==> config.mk <==
export PLATFORM = sky130hd
export DESIGN_NAME = switch_debounce
export DESIGN_NICKNAME = d
export VERILOG_FILES = /design/src/rtl/switch_debounce.sv
export SDC_FILE = /design/constraint.sdc
export NUM_CORES = 1
export LEC_CHECK = 0
export BUFFER_PORTS_ARGS = -buffer_cell sky130_fd_sc_hd__buf_4
export CAP_MARGIN = 20
export CORE_ASPECT_RATIO = 1.75
export CORE_MARGIN = 2
export CORE_UTILIZATION = 61
export DETAILED_ROUTE_END_ITERATION = 16
export GPL_ROUTABILITY_DRIVEN = 0
export PLACE_DENSITY = 0.88
export SYNTH_ARGS = -nofsm -noshare
export SYNTH_HDL_FRONTEND = slang
export SYNTH_SLANG_ARGS = --single-unit
==> constraint.sdc <==
create_clock -name clk_125mhz -period 2.7 [get_ports clk_125mhz]
set_clock_uncertainty 0.1 [all_clocks]
set_input_delay 0.54 -clock clk_125mhz [delete_from_list [all_inputs] [get_ports clk_125mhz]]
set_output_delay 0.54 -clock clk_125mhz [all_outputs]
set_load 0.05 [all_outputs]
==> src/rtl/switch_debounce.sv <==
// Multi-bit switch/button debouncer: I/O-stage capture, two-flop synchronizer,
// per-bit stability counter, plus registered edge pulses and toggle state.
module switch_debounce #(
  parameter int WIDTH          = 8,
  parameter int DEBOUNCE_COUNT = 1250000,
  parameter bit USEIOFF        = 1'b1
) (
  input  logic             clk_125mhz,
  input  logic             rst_n,
  input  logic [WIDTH-1:0] sw_n,
  output logic [WIDTH-1:0] sw,
  output logic [WIDTH-1:0] sw_rise,
  output logic [WIDTH-1:0] sw_fall,
  output logic [WIDTH-1:0] sw_toggle,
  output logic             any_change
);

  localparam int              CNT_W   = $clog2(DEBOUNCE_COUNT);
  localparam logic [CNT_W-1:0] CNT_MAX = CNT_W'(DEBOUNCE_COUNT - 1);

  logic [WIDTH-1:0] io_reg;
  logic [WIDTH-1:0] sync1_reg;
  logic [WIDTH-1:0] sync2_reg;
  logic [WIDTH-1:0] lvl;
  logic [WIDTH-1:0] mismatch;
  logic [WIDTH-1:0] expire;

  logic [WIDTH-1:0] sw_reg;
  logic [WIDTH-1:0] rise_reg;
  logic [WIDTH-1:0] fall_reg;
  logic [WIDTH-1:0] toggle_reg;

  // First capture stage: pad register or fabric register, kept through synthesis either way.
  generate
    if (USEIOFF) begin : g_ioff
      (* syn_useioff = 1, syn_preserve = 1 *) logic [WIDTH-1:0] io_stage_reg;
      always_ff @(posedge clk_125mhz) begin
        if (!rst_n) io_stage_reg <= '1;
        else        io_stage_reg <= sw_n;
      end
      assign io_reg = io_stage_reg;
    end else begin : g_fabric
      (* syn_useioff = 0, syn_preserve = 1 *) logic [WIDTH-1:0] io_stage_reg;
      always_ff @(posedge clk_125mhz) begin
        if (!rst_n) io_stage_reg <= '1;
        else        io_stage_reg <= sw_n;
      end
      assign io_reg = io_stage_reg;
    end
  endgenerate

  always_ff @(posedge clk_125mhz) begin
    if (!rst_n) begin
      sync1_reg <= '1;
      sync2_reg <= '1;
    end else begin
      sync1_reg <= io_reg;
      sync2_reg <= sync1_reg;
    end
  end

  assign lvl = ~sync2_reg;

  // Each bit counts consecutive cycles of disagreement with the accepted level.
  generate
    for (genvar gi = 0; gi < WIDTH; gi++) begin : g_bit
      logic [CNT_W-1:0] cnt_reg;

      assign mismatch[gi] = lvl[gi] ^ sw_reg[gi];
      assign expire[gi]   = mismatch[gi] && (cnt_reg == CNT_MAX);

      always_ff @(posedge clk_125mhz) begin
        if (!rst_n)                        cnt_reg <= '0;
        else if (!mismatch[gi] || expire[gi]) cnt_reg <= '0;
        else                               cnt_reg <= cnt_reg + CNT_W'(1);
      end
    end
  endgenerate

  always_ff @(posedge clk_125mhz) begin
    if (!rst_n) begin
      sw_reg     <= '0;
      rise_reg   <= '0;
      fall_reg   <= '0;
      toggle_reg <= '0;
    end else begin
      sw_reg     <= sw_reg ^ expire;
      rise_reg   <= expire & lvl;
      fall_reg   <= expire & ~lvl;
      toggle_reg <= toggle_reg ^ rise_reg;
    end
  end

  assign sw         = sw_reg;
  assign sw_rise    = rise_reg;
  assign sw_fall    = fall_reg;
  assign sw_toggle  = toggle_reg;
  assign any_change = |(rise_reg | fall_reg);

endmodule

Word-level counts from Yosys, hierarchy flattened
Index checks and enable logic that the tools add are counted.
- register bits after elaboration: 224
- input port bits: 10
- logic and storage cells: 80
- add/sub/neg operators: 8
- equality and inequality tests: 8
- bitwise operators: 16
- reductions and logical operators: 33
- operators by type and width (cell ; count):
    21-bit by 1-bit adder with 21-bit output, second input constant ; 8
    21-bit equality test, second input constant ; 8
    8-bit bitwise AND ; 2
    8-bit inverter ; 2
    2-bit OR reduction ; 8
    8-bit bitwise XOR ; 2
    1-bit logical AND ; 8
    1-bit zero test ; 8
    1-bit logical OR ; 8
    8-bit OR ; 1
    8-bit OR reduction ; 1
    1-bit bitwise XOR ; 8
    1-bit inverter ; 1

Depth between registers and ports, before layout
- word-level depth: 5
- gate-level depth with buffers: 7

Least setup slack after synthesis
OpenSTA, ideal clock, no wires.
- path type: reg2reg
- start point: register g_bit[3].cnt_reg[0]
- end point: register g_bit[3].cnt_reg[18]
- setup time: 130 ps
- data arrival time: 1830 ps
- path slack: 640 ps
- stages on the path, launching flop included: 8
- clock period less this slack: 2060 ps
- cell sequence: dfxtp_1 ha_1 clkbuf_1 and3_1 or4b_4 o21bai_2 buf_4 a21oi_1
- word-level cells in the longest chain between the ends: 4
- elaborated cells on any way between the ends: 5
- classes of those cells: add/sub (1); eq/ne (1); reduce/logical (3)
- ends and longest elaborated chain (what ; RTL line ; RTL):
    from (decl) ; 67 ; logic [CNT_W-1:0] cnt_reg;
    from (signal assigned) ; 75 ; else cnt_reg <= cnt_reg + CNT_W'(1);
    branches (longest 4 deep; another with 21-bit by 1-bit adder with 21-bit output) ; -- ;
Parallel ways; which one is timed is not known.
A chain may end at the register's enable or synchronous reset.

Worst setup path in the final report
- start point: register rise_reg[2], in the netlist sw_rise[2]
- end point: output port any_change
- word-level cells in the longest chain between the ends: 2
- ends and longest elaborated chain (what ; RTL line ; RTL):
    from (decl) ; 29 ; logic [WIDTH-1:0] rise_reg;
    from (signal assigned) ; 88 ; rise_reg <= expire & lvl;
    8-bit OR ; 98 ; assign any_change = |(rise_reg | fall_reg);
    8-bit OR reduction ; 98 ;
    to (decl) ; 15 ; output logic any_change
Every way passes these cells.

==> metrics.txt <==
# setup viols final=0; fin crit period=2383 ps; cells after synthesis=1071; die area=0.01677 mm²; Synth cell types=49; RSZ-0062 raised after global routing=no; leakage power=3.388 nW; largest net degree at the start of global routing=36; cell accounting for the most synthesized area=dfxtp_1; FF-to-FF End=g_bit[6].cnt_reg[20]; CP startpoint=sw_rise[2]; number of CTS-inserted buffers=20; syn_area_per_cell=8.949 µm²; Setup CP Type=register to output port; vias=7989; Hold Crit Class=input port to register; Die Height=169.8 µm; hold buffers post-CTS=0; fin. max-slew vios=0; Die Wd=98.76 µm; Post-Syn Area=0.009584 mm²; root buf cell=clkbuf_16; hold path depth=2; vias per cell=6.122; CTS sink cnt=224; GRT Util Overall=0.2494; # DRC=0; Worst Tran Pin Value=626.7 ps; synth warn=0; Crit path arrival time=1740 ps; syn nets=1089; port bufs=42; Hold Path End=g_ioff.io_stage_reg[2]; Core Area=0.01539 mm²; crit share post-route=0.8824; DRT iter0 DRCs=315; Worst VDD drop=0.6543 mV; Worst setup SP type=register; slowest CP cell=nor4_1; Overflow after GRT=0; worst-case clock buffer depth=3; first-pass GRT wire length=35530 µm; max cap viols=0; vias in the first global route=7963; Crit Path Max Fanout=3; # diodes=0; HPWL after DPL=14240 µm; Seq/Total Area, Yosys=0.4679; flop-to-flop setup slack=450 ps; Util after Layout=0.7033; most frequent cells in the layout=224 x dfxtp_1, 134 x nor2_1, 64 x nand3_1, 63 x xnor2_1, 56 x a21oi_1; CTS resizes=0; Crit path required time=2060 ps; Routed WL=20790 µm; num rows=60; Post-synth EDFFs=0; CTS tree=yes; commonest non-fill, non-tap cell in the layout=dfxtp_1; Synth Flop Type=dfxtp_1; setup TNS=0 ps; fmax=419.7 MHz; initial cell density of the core=0.6228; status=finished, final reports clean; flops & latches, synth=224; Largest delay share family, worst path=simple AND/OR/NAND/NOR gates; clk slew on worst S/H paths=70 ps; CTS H-tree lvls=1; async set or reset register ratio after synthesis=0; CP bufs+invs=1; Final Hold Violating Endpoints=0; post-route ant nets=0; slowest stage delay, CP=500 ps; Hold Worst Slack=125.4 ps; max FFs per register=168; Power per Cell Area=612.0 mW/mm²; WP depth=3; cell breakdown of the critical path=nor4_1 > nand4_1 > buf_4; worst reg2reg startpoint=g_bit[6].cnt_reg[0]; Hold Path Origin=sw_n[2]; initial antenna violation count=0; final-stage net count=1123; DR WL/cell=15.93 µm; CP endpoint kind=output port; DR pass1 iterations=4; overall power=6.624 mW; Worst Slack Setup Final=317.4 ps; # Post-CTS Setup Buffers=0; reg2reg path depth=5; top area cells in the synthesized netlist=dfxtp_1 47%, xnor2_1 5.8%, nor2_1 5.2%; P&R area growth vs syn=12.94%; # IOs=43; slew margin rel.=0.5817; setup slack at placement=504.9 ps; worst-skew pair later-pin latency=500 ps; top-area cell type share of the netlist area=0.4679; layout cells sized above 1=0.1063
-- worst reg2reg max path: cells and delay by family (launching register included) --
family | cells | cell delay, ps
adder cells (fa/ha/maj) | 1 | 220
AND/OR/NAND/NOR | 3 | 1310
flip-flops | 1 | 390
AO/OA/AOI/OAI | 1 | 170
-- through the flow --
step	std cells	area [µm²]
floorplan	1071	9584
global placement	1269	10060
detailed placement	1269	10060
CTS	1305	10820
global route	1305	10820
finish	1305	10820
-- power by group --
group	total, mW	switching, mW	internal (mW)
sequential	3.33	0.00863	3.32
clock	3.24	1.23	2.01
combinational	0.0615	0.0365	0.0250
-- final cells by class --
type,instances,area [µm²]
sequential,224,4484
fill,1166,4566
tap,186,232.7
multi-input combinational,779,4840
inverter,26,97.59
timing repair buffer,54,405.4
clock inverter,11,183.9
clock buffer,25,580.6
-- layer usage --
metal	vias up	part of all wire	track usage	wire length, µm
met2	194	0.54	0.4868	11300
met3	67	0.038	0.03203	793
li1	3913	-	-	-
met5	-	0	0	0
met1	3815	0.38	0.2597	7957
met4	0	0.035	0.1084	734
-- synth_stat cells, drive strengths merged, types with 26 or more instances --
cell type and instances:
a21oi 57, inv 26, nor2 134, clkbuf 31
xor2 50, nand4 54, dfxtp 224, or4 30
nand3 66, or3 28, o21ai 28, nand2 56
nor4 32, xnor2 63
-- logic make-up after synthesis --
| logic type | Yosys count | synth area share |
|---|---|---|
| and+or+nand+nor | 527 | 0.3057 |
| DFF | 224 | 0.4679 |
| AOI/OAI and AO/OA | 131 | 0.08394 |
| xor gates and xnor gates | 113 | 0.1033 |
| buffers and inverters | 68 | 0.02872 |
| adders and majority gates | 8 | 0.01044 |
-- worst max path at each step --
stage | to
after floorplan | g_bit[3].cnt_reg[18]
after CTS | any_change
after global placement | g_bit[6].cnt_reg[20]
final | any_change
after global routing | any_change
after detailed placement | g_bit[6].cnt_reg[18]
Power figures use the tool's default switching activity.
